==> src/rtl/lv_pwm_burst_decode.sv <==
// LV-side PWM interrupt-line decoder: qualifies high pulses, groups them into bursts, emits burst codes and drives o_intb_n.
// Optional build macro PWM_BURST_STAT_EN adds i_stat_clr and the saturating strobe counters o_code_cnt/o_err_cnt.
module lv_pwm_burst_decode #(
  parameter int PW_MIN   = 4,
  parameter int PW_MAX   = 8,
  parameter int GAP_CYC  = 9,
  parameter int MAX_CODE = 4,
  parameter int SET_CODE = 1,
  parameter int CLR_CODE = 4,
  parameter int CODE_W   = $clog2(MAX_CODE + 1)
) (
  input  logic              i_clk,
  input  logic              i_rst_n,
  input  logic              i_pwm,
  output logic              o_pwm_gwave,
  output logic [CODE_W-1:0] o_code,
  output logic              o_code_vld,
  output logic              o_err,
  output logic              o_intb_n
`ifdef PWM_BURST_STAT_EN
  ,
  input  logic              i_stat_clr,
  output logic [15:0]       o_code_cnt,
  output logic [15:0]       o_err_cnt
`endif
);

  // state   | meaning
  // S_IDLE  | no burst in progress
  // S_GAP   | counting pulses of a burst, waiting for the terminating gap
  // S_ABORT | error seen, discard until GAP_CYC consecutive lows
  typedef enum logic [1:0] {S_IDLE, S_GAP, S_ABORT} state_t;

  localparam int HI_W = $clog2(PW_MAX + 2);
  localparam int LO_W = $clog2(GAP_CYC + 1);

  localparam logic [HI_W-1:0]   C_PW_MIN   = HI_W'(PW_MIN);
  localparam logic [HI_W-1:0]   C_PW_MAX   = HI_W'(PW_MAX);
  localparam logic [HI_W-1:0]   C_HI_SAT   = HI_W'(PW_MAX + 1);
  localparam logic [LO_W-1:0]   C_GAP      = LO_W'(GAP_CYC);
  localparam logic [LO_W-1:0]   C_GAP_M1   = LO_W'(GAP_CYC - 1);
  localparam logic [CODE_W-1:0] C_MAX_CODE = CODE_W'(MAX_CODE);
  localparam logic [CODE_W-1:0] C_SET      = CODE_W'(SET_CODE);
  localparam logic [CODE_W-1:0] C_CLR      = CODE_W'(CLR_CODE);

  logic              r_sync1;
  logic              r_sync2;
  logic [HI_W-1:0]   r_hi_cnt;
  logic [LO_W-1:0]   r_lo_cnt;
  logic [CODE_W-1:0] r_bit_cnt;
  logic [CODE_W-1:0] r_code;
  logic              r_code_vld;
  logic              r_err;
  logic              r_intb_n;
  state_t            r_state;

  logic w_fall;
  logic w_bit;
  logic w_ovl;
  logic w_gap;

  always_ff @(posedge i_clk or negedge i_rst_n) begin
    if (!i_rst_n) begin
      r_sync1 <= 1'b0;
      r_sync2 <= 1'b0;
    end else begin
      r_sync1 <= i_pwm;
      r_sync2 <= r_sync1;
    end
  end

  always_ff @(posedge i_clk or negedge i_rst_n) begin
    if (!i_rst_n) begin
      r_hi_cnt <= '0;
      r_lo_cnt <= '0;
    end else if (r_sync2) begin
      r_lo_cnt <= '0;
      if (r_hi_cnt != C_HI_SAT) r_hi_cnt <= r_hi_cnt + 1'b1;
    end else begin
      r_hi_cnt <= '0;
      if (r_lo_cnt != C_GAP) r_lo_cnt <= r_lo_cnt + 1'b1;
    end
  end

  // r_hi_cnt still holds the finished pulse width on the first low cycle
  assign w_fall = !r_sync2 && (r_hi_cnt != '0);
  assign w_bit  = w_fall && (r_hi_cnt >= C_PW_MIN) && (r_hi_cnt <= C_PW_MAX);
  assign w_ovl  = r_sync2 && (r_hi_cnt == C_PW_MAX);
  assign w_gap  = !r_sync2 && (r_lo_cnt >= C_GAP_M1);

  always_ff @(posedge i_clk or negedge i_rst_n) begin
    if (!i_rst_n) begin
      r_state    <= S_IDLE;
      r_bit_cnt  <= '0;
      r_code     <= '0;
      r_code_vld <= 1'b0;
      r_err      <= 1'b0;
      r_intb_n   <= 1'b1;
    end else begin
      r_code_vld <= 1'b0;
      r_err      <= 1'b0;
      if (r_code_vld) begin
        if (r_code == C_SET)      r_intb_n <= 1'b0;
        else if (r_code == C_CLR) r_intb_n <= 1'b1;
      end
      case (r_state)
        S_IDLE: begin
          if (w_ovl) begin
            r_err     <= 1'b1;
            r_bit_cnt <= '0;
            r_state   <= S_ABORT;
          end else if (w_bit) begin
            r_bit_cnt <= CODE_W'(1);
            r_state   <= S_GAP;
          end
        end
        S_GAP: begin
          if (w_ovl) begin
            r_err     <= 1'b1;
            r_bit_cnt <= '0;
            r_state   <= S_ABORT;
          end else if (w_bit) begin
            if (r_bit_cnt == C_MAX_CODE) begin
              r_err     <= 1'b1;
              r_bit_cnt <= '0;
              r_state   <= S_ABORT;
            end else begin
              r_bit_cnt <= r_bit_cnt + 1'b1;
            end
          end else if (w_gap) begin
            r_code     <= r_bit_cnt;
            r_code_vld <= 1'b1;
            r_bit_cnt  <= '0;
            r_state    <= S_IDLE;
          end
        end
        S_ABORT: begin
          r_bit_cnt <= '0;
          if (w_gap) r_state <= S_IDLE;
        end
        default: begin
          r_bit_cnt <= '0;
          r_state   <= S_IDLE;
        end
      endcase
    end
  end

`ifdef PWM_BURST_STAT_EN
  logic [15:0] r_code_cnt;
  logic [15:0] r_err_cnt;

  always_ff @(posedge i_clk or negedge i_rst_n) begin
    if (!i_rst_n) begin
      r_code_cnt <= '0;
      r_err_cnt  <= '0;
    end else if (i_stat_clr) begin
      r_code_cnt <= '0;
      r_err_cnt  <= '0;
    end else begin
      if (r_code_vld && (r_code_cnt != 16'hFFFF)) r_code_cnt <= r_code_cnt + 16'd1;
      if (r_err && (r_err_cnt != 16'hFFFF))       r_err_cnt  <= r_err_cnt + 16'd1;
    end
  end

  assign o_code_cnt = r_code_cnt;
  assign o_err_cnt  = r_err_cnt;
`endif

  assign o_pwm_gwave = r_sync2;
  assign o_code      = r_code;
  assign o_code_vld  = r_code_vld;
  assign o_err       = r_err;
  assign o_intb_n    = r_intb_n;

endmodule
==> config.mk <==
export PLATFORM = sky130hd
export DESIGN_NAME = lv_pwm_burst_decode
export DESIGN_NICKNAME = d
export VERILOG_FILES = /design/src/rtl/lv_pwm_burst_decode.sv
export SDC_FILE = /design/constraint.sdc
export NUM_CORES = 1
export LEC_CHECK = 0
export ABC_AREA = 1
export BUFFER_PORTS_ARGS = -buffer_cell sky130_fd_sc_hd__buf_2
export CELL_PAD_IN_SITES_DETAIL_PLACEMENT = 1
export CELL_PAD_IN_SITES_GLOBAL_PLACEMENT = 1
export CORE_ASPECT_RATIO = 1.5
export CORE_UTILIZATION = 43
export CTS_CLUSTER_SIZE = 40
export DETAILED_ROUTE_END_ITERATION = 12
export PLACE_DENSITY_LB_ADDON = 0.1
export SYNTH_ARGS = -nofsm -noshare
export SYNTH_HDL_FRONTEND = slang
export SYNTH_SLANG_ARGS = --single-unit
==> constraint.sdc <==
create_clock -name i_clk -period 1.6 [get_ports i_clk]
set_clock_uncertainty 0.05 [all_clocks]
set_input_delay 0.08 -clock i_clk [delete_from_list [all_inputs] [get_ports i_clk]]
set_output_delay 0.08 -clock i_clk [all_outputs]
set_load 0.1 [all_outputs]
==> results of run 1 <==
==> what timing repair did <==
| action | in CTS | in global routing |
|---|---|---|
| setup buffers | 0 | 1 |
| gates resized for setup | 0 | 1 |
| hold buffers | 2 | 0 |
| endpoints found under the setup margin | 0 | 1 |
| hold endpoints to repair | 21 | 0 |
==> metrics by stage <==
stage	utilization	hold WS [ns]	cells	area (um^2)	setup slack, ns
after global routing	0.503	0.244	165	1230	0.0169
after global placement	0.480	0.0125	158	1170	0.220
final	0.503	0.200	165	1230	0.162
after floorplan	-	-0.266	126	1110	0.139
after CTS	0.499	0.207	164	1220	0.126
after detailed placement	0.480	0.0151	158	1170	0.149
==> final timing paths <==
path,start,end
max,o_pwm_gwave,o_pwm_gwave
min reg2reg,r_sync1,o_pwm_gwave
max in group asynchronous,i_rst_n,o_intb_n
min,i_rst_n,r_bit_cnt[1]
min in group i_clk,r_sync1,o_pwm_gwave
max reg2reg,r_hi_cnt[0],r_state[1]
==> metal layers <==
metal	vias to the layer above	wire length, um	global-route usage
met1	416	841	0.207
met5	-	0	0
met4	0	15	0.0469
met2	8	1350	0.396
met3	2	34	0.0424
li1	437	-	-
==> kinds of logic (layout without fill, tap and decap cells) <==
| group | Yosys count | count (layout) | share of synthesized area |
|---|---|---|---|
| multiplexers | 1 | 1 | 0.00902 |
| flip-flops | 21 | 21 | 0.475 |
| adder cells (fa/ha/maj) | 7 | 7 | 0.0789 |
| XOR/XNOR | 2 | 2 | 0.0158 |
| AO/OA/AOI/OAI | 19 | 19 | 0.0981 |
| AND/OR/NAND/NOR | 55 | 55 | 0.246 |
| buffers and inverters | 21 | 36 | 0.0778 |
==> sequential cells by signal, summed over array words and instances (netlist names) <==
register     flops
r_lo_cnt         4
r_bit_cnt        3
o_pwm_gwave      1
o_err            1
r_state          2
r_sync1          1
r_hi_cnt         4
o_intb_n         1
o_code_vld       1
o_code           3
==> layout make-up <==
type / instances / area [um^2]
Sequential cell: 21 / 528
Clock buffer: 3 / 22.5
Inverter: 20 / 75.1
Fill cell: 308 / 1220
Clock inverter: 1 / 5.00
Multi-Input combinational cell: 84 / 499
Tap cell: 24 / 30.0
Timing Repair Buffer: 12 / 72.6
==> power by group <==
group / switching (uW) / internal, uW
logic: 228 / 116
clock network: 159 / 93.1
registers: 47.2 / 576
total: 434 / 785
==> synth_stat cells (all sizes together), types with 2 or more instances <==
cell type / n / area share
a21oi: 3 / 0.014
o21ai: 13 / 0.065
dfrtp: 20 / 0.45
xnor2: 2 / 0.016
ha: 7 / 0.079
inv: 20 / 0.068
nor2: 13 / 0.053
nand2: 26 / 0.095
nand3b: 2 / 0.014
nand3: 10 / 0.061
nand4: 3 / 0.017
==> impl_results.md, run 1 <==
* Vias in the first global route at between 900 and 1k
* GRT Overall Usage at 0.202
* CP cell instances: buf_2
* Asr flop ratio synth at 1.00
* Largest stage delay on the critical path at approximately 0.53 ns
* Final Critical Period at around 1.4 ns
* WL final at 2.24 mm
* Outcome: finished with violations
* Fin. max-slew vios at 0
* Worst-Skew Late Latency at 0.30 ns
* Pwr Total at 1220 uW
* Commonest non-fill, non-tap cell in the layout: nand2_1
* Routed via count at 863
* Die width at 43.5 um
* Largest net degree at the start of global routing at 22
* Leakage power at ~0.00063 uW
* Die Y at ~64 um
* CTS H-Tree Depth at 1
* TritonCTS Sinks at 21
* ANT nets after route at 0
* MaxCap Viol Count at 0
* Syn_nets at 136
* Ys Warns at 0
* Slew margin rel. at 0.677
* Tightest Hold Check Type: primary input to asynchronous set/reset pin
* Wire per inst at 13.6 um
* # nets final at between 150 and 200
* Root Driver: clkbuf_4
* Initial Util at 0.453
* Tightest Pin Transition at 0.487 ns
* Core region area at 2450 um^2
* GR Overflow Total at 0
* Maximum vdd drop at between 0.5 and 0.6 mV
* R2r setup slk at between 0.15 and 0.2 ns
* Initial antenna violation count at 0
* First-pass DRT Iterations at 7
* Type of origin of the critical path: flop
* DP HPWL at 1.77 mm
* CP max-delay cell: dfrtp_2
* WP buf/inv at 1
* Setup TNS at 0 ns
* Reg clk slew, reported paths at 0.12 ns
* Post-synthesis to final-layout area growth at 11.0%
* Post-Syn Area at 1110 um^2
* Maximum buffer depth of the clock tree at 2
* Top FF cell, synth: dfrtp_1
* Failing checks: DRC
* Critical Path End Type: output port
* Most frequent cells in the layout: nand2_1 (23), dfrtp_1 (19), inv_1 (18), nor2_1 (11), buf_2 (9)
* CP top delay family: flip-flops
* RSZ-0062 raised after global routing: false
* Req. time, crit path at 1.47 ns
* Share of cells above drive strength 1 at 0.199
* Worst-path maximum fanout at 12
* DRT iter0 DRCs at 22
* First-pass GRT wire length at 4.15 mm
* Via/cell ratio at 5.23
* CTS tree: yes
* DRC viols at 2
* Crit share post-route at 0.899
* EDFF count, synth at 0
* Critical path depth at 1
* Rows at 22
* Mapped Cells at approximately 130
* Crit path kind: flop to output port
* R2R cell count at 9
* Final hold vios at 0
* CTS Buf Count at 3
* PortBufs at 9
* Register area share after synthesis at 0.475
* Fmax at 695 MHz
* IO Count at 10
* Final setup fails at 0
* Power per standard cell area at 989 nW/um^2
* Die ar. at 2790 um^2
* RePlAce Congestion at 0.759
* Yosys reg bits at 21
* Netlist cell types at 26
* Arr. time, crit path at 1.31 ns
* Antenna diodes at 0
* Mean post-synth cell area at 8.81 um^2
(Power assumes the default switching activity.)
==> run 2, diff against run 1 <==
Settings changed: CORE_UTILIZATION 43 to 47.
Clock period 1.6 ns to 1.8 ns, I/O delays scaled along.
==> run 2 against run 1 <==
- the flow now finishes without violations
- power down 11%
- wire length down 0.13%
- global-route usage down 1.5 points
- first-iteration DRC count down 23%
- critical endpoint unchanged
==> impl_results.md, run 2 (same netlist as run 1, synthesis figures left out) <==
* Pwr Total at 1090 uW
* Fin. max-slew vios at 0
* Antenna diodes at 0
* Fmax at between 600 and 700 MHz
* Core region area at approximately 2200 um^2
* Type of origin of the critical path: flop
* First-pass DRT Iterations at 4
* Reg-to-reg critical path endpoint: r_state[1]
* Largest regs: r_hi_cnt x4, r_lo_cnt x4
* Tightest Hold Check Type: primary input to asynchronous set/reset pin
* Die width at 41.7 um
* DRC viols at 0
* Via/cell ratio at 5.37
* Resized cells post-CTS at 0
* CTS H-Tree Depth at 1
* Worst-path maximum fanout at 12
* Worst-Skew Late Latency at 0.31 ns
* CP cell instances: buf_2
* R2R cell count at 9
* TritonCTS Sinks at 21
* RePlAce Congestion at 0.786
* Share of cells above drive strength 1 at 0.179
* Worst R2R Start: r_hi_cnt[0]
* GRT Overall Usage at 0.187
* Die Y at 61.5 um
* Maximum vdd drop at about 0.46 mV
* Slew margin rel. at 0.676
* Critical Path End Type: output port
* DRT iter0 DRCs at 17
* Outcome: complete, no violations
* Req. time, crit path at about 1.7 ns
* Post-synthesis to final-layout area growth at 9.92%
* GR Overflow Total at 0
* CTS Buf Count at 3
* Setup TNS at 0 ns
* Largest stage delay on the critical path at 0.63 ns
* Arr. time, crit path at about 1.5 ns
* CTS tree: yes
* # nets final at 151
* MaxCap Viol Count at 0
* Reg clk slew, reported paths at roughly 0.12 ns
* WL final at 2.24 mm
* Die ar. at 2560 um^2
* Vias in the first global route at 855
* DP HPWL at approximately 1.7 mm
* Crit path kind: flop to output port
* CP top delay family: flip-flops
* WP buf/inv at 1
* ANT nets after route at 0
* Final hold vios at 0
* Maximum buffer depth of the clock tree at 2
* First-pass GRT wire length at 3.65 mm
* R2r setup slk at 0.29 ns
* Tightest Pin Transition at 0.486 ns
* Root Driver: clkbuf_4
* Leakage power at 0.000624 uW
* Initial antenna violation count at 0
* Power per standard cell area at 889 nW/um^2
* Most frequent cells in the layout: nand2_1 (23), dfrtp_1 (20), inv_1 (18), nor2_1 (11), buf_2 (9)
* Routed via count at 876
* PortBufs at 9
* Final setup fails at 0
* Layout fillers at 284
* Crit share post-route at 0.884
* Commonest non-fill, non-tap cell in the layout: nand2_1
* Rows at 21
* RSZ-0062 raised after global routing: false
* CP max-delay cell: dfrtp_1
* Final Critical Period at between 1.5 and 2 ns
* IO Count at 10
* Largest net degree at the start of global routing at 22
* Wire per inst at 13.7 um
* Initial Util at 0.497
run 2: changes by cell type in the layout (fill, tap and decap cells not counted):
cell	before	now
buf_4	1	0
dfrtp_1	19	20
dfrtp_2	1	0
ha_1	6	7
ha_2	1	0
run 2: where the power goes:
part           leakage (uW)  total, uW  internal (uW)  switching (uW)
logic              0.000330        298            100             198
clock network     0.0000177        232           83.1             149
registers          0.000277        555            511            44.0
total              0.000624       1090            695             390
run 2: worst max-delay path by stage:
stage	endpoint	cells after the start	slack [ns]	start
after global routing	o_pwm_gwave	1	0.16	o_pwm_gwave
after global placement	r_state[1]	9	0.41	r_hi_cnt[0]
final	o_pwm_gwave	1	0.21	o_pwm_gwave
after floorplan	o_code[2]	6	0.05	o_pwm_gwave
after detailed placement	r_state[1]	9	0.31	r_hi_cnt[0]
after CTS	o_pwm_gwave	1	0.20	o_pwm_gwave
run 2: metrics by stage:
stage	hold slack (ns)	std cells	utilization	setup slack [ns]	instance area [um^2]
final	0.205	163	0.546	0.208	1220
after global routing	0.245	163	0.546	0.157	1220
after CTS	0.218	163	0.546	0.199	1220
after detailed placement	0.0258	157	0.525	0.308	1170
after global placement	0.0184	157	0.525	0.408	1170
after floorplan	-0.256	126	-	0.0464	1110
run 2: cell type report:
| cell class | count | area [um^2] | area share |
|---|---|---|---|
| tap | 23 | 28.8 | 0.0236 |
| multi-input combinational | 84 | 497 | 0.407 |
| sequential | 21 | 527 | 0.432 |
| timing repair buffer | 11 | 65.1 | 0.0533 |
| clock inverter | 1 | 5.00 | 0.00410 |
| inverter | 20 | 75.1 | 0.0615 |
| clock buffer | 3 | 22.5 | 0.0185 |
run 2: routing by layer:
metal  vias to the layer above  global-route usage  part of all wire
li1                        437                   -                 -
met1                       420               0.214              0.42
met2                        13               0.346              0.54
met3                         6              0.0264             0.021
met4                         0              0.0876             0.023
met5                         -                   0                 0
run 2: repair_timing:
item,in CTS,in global routing
hold endpoints to repair,21,0
hold buffers,2,0
buffers inserted,0,0
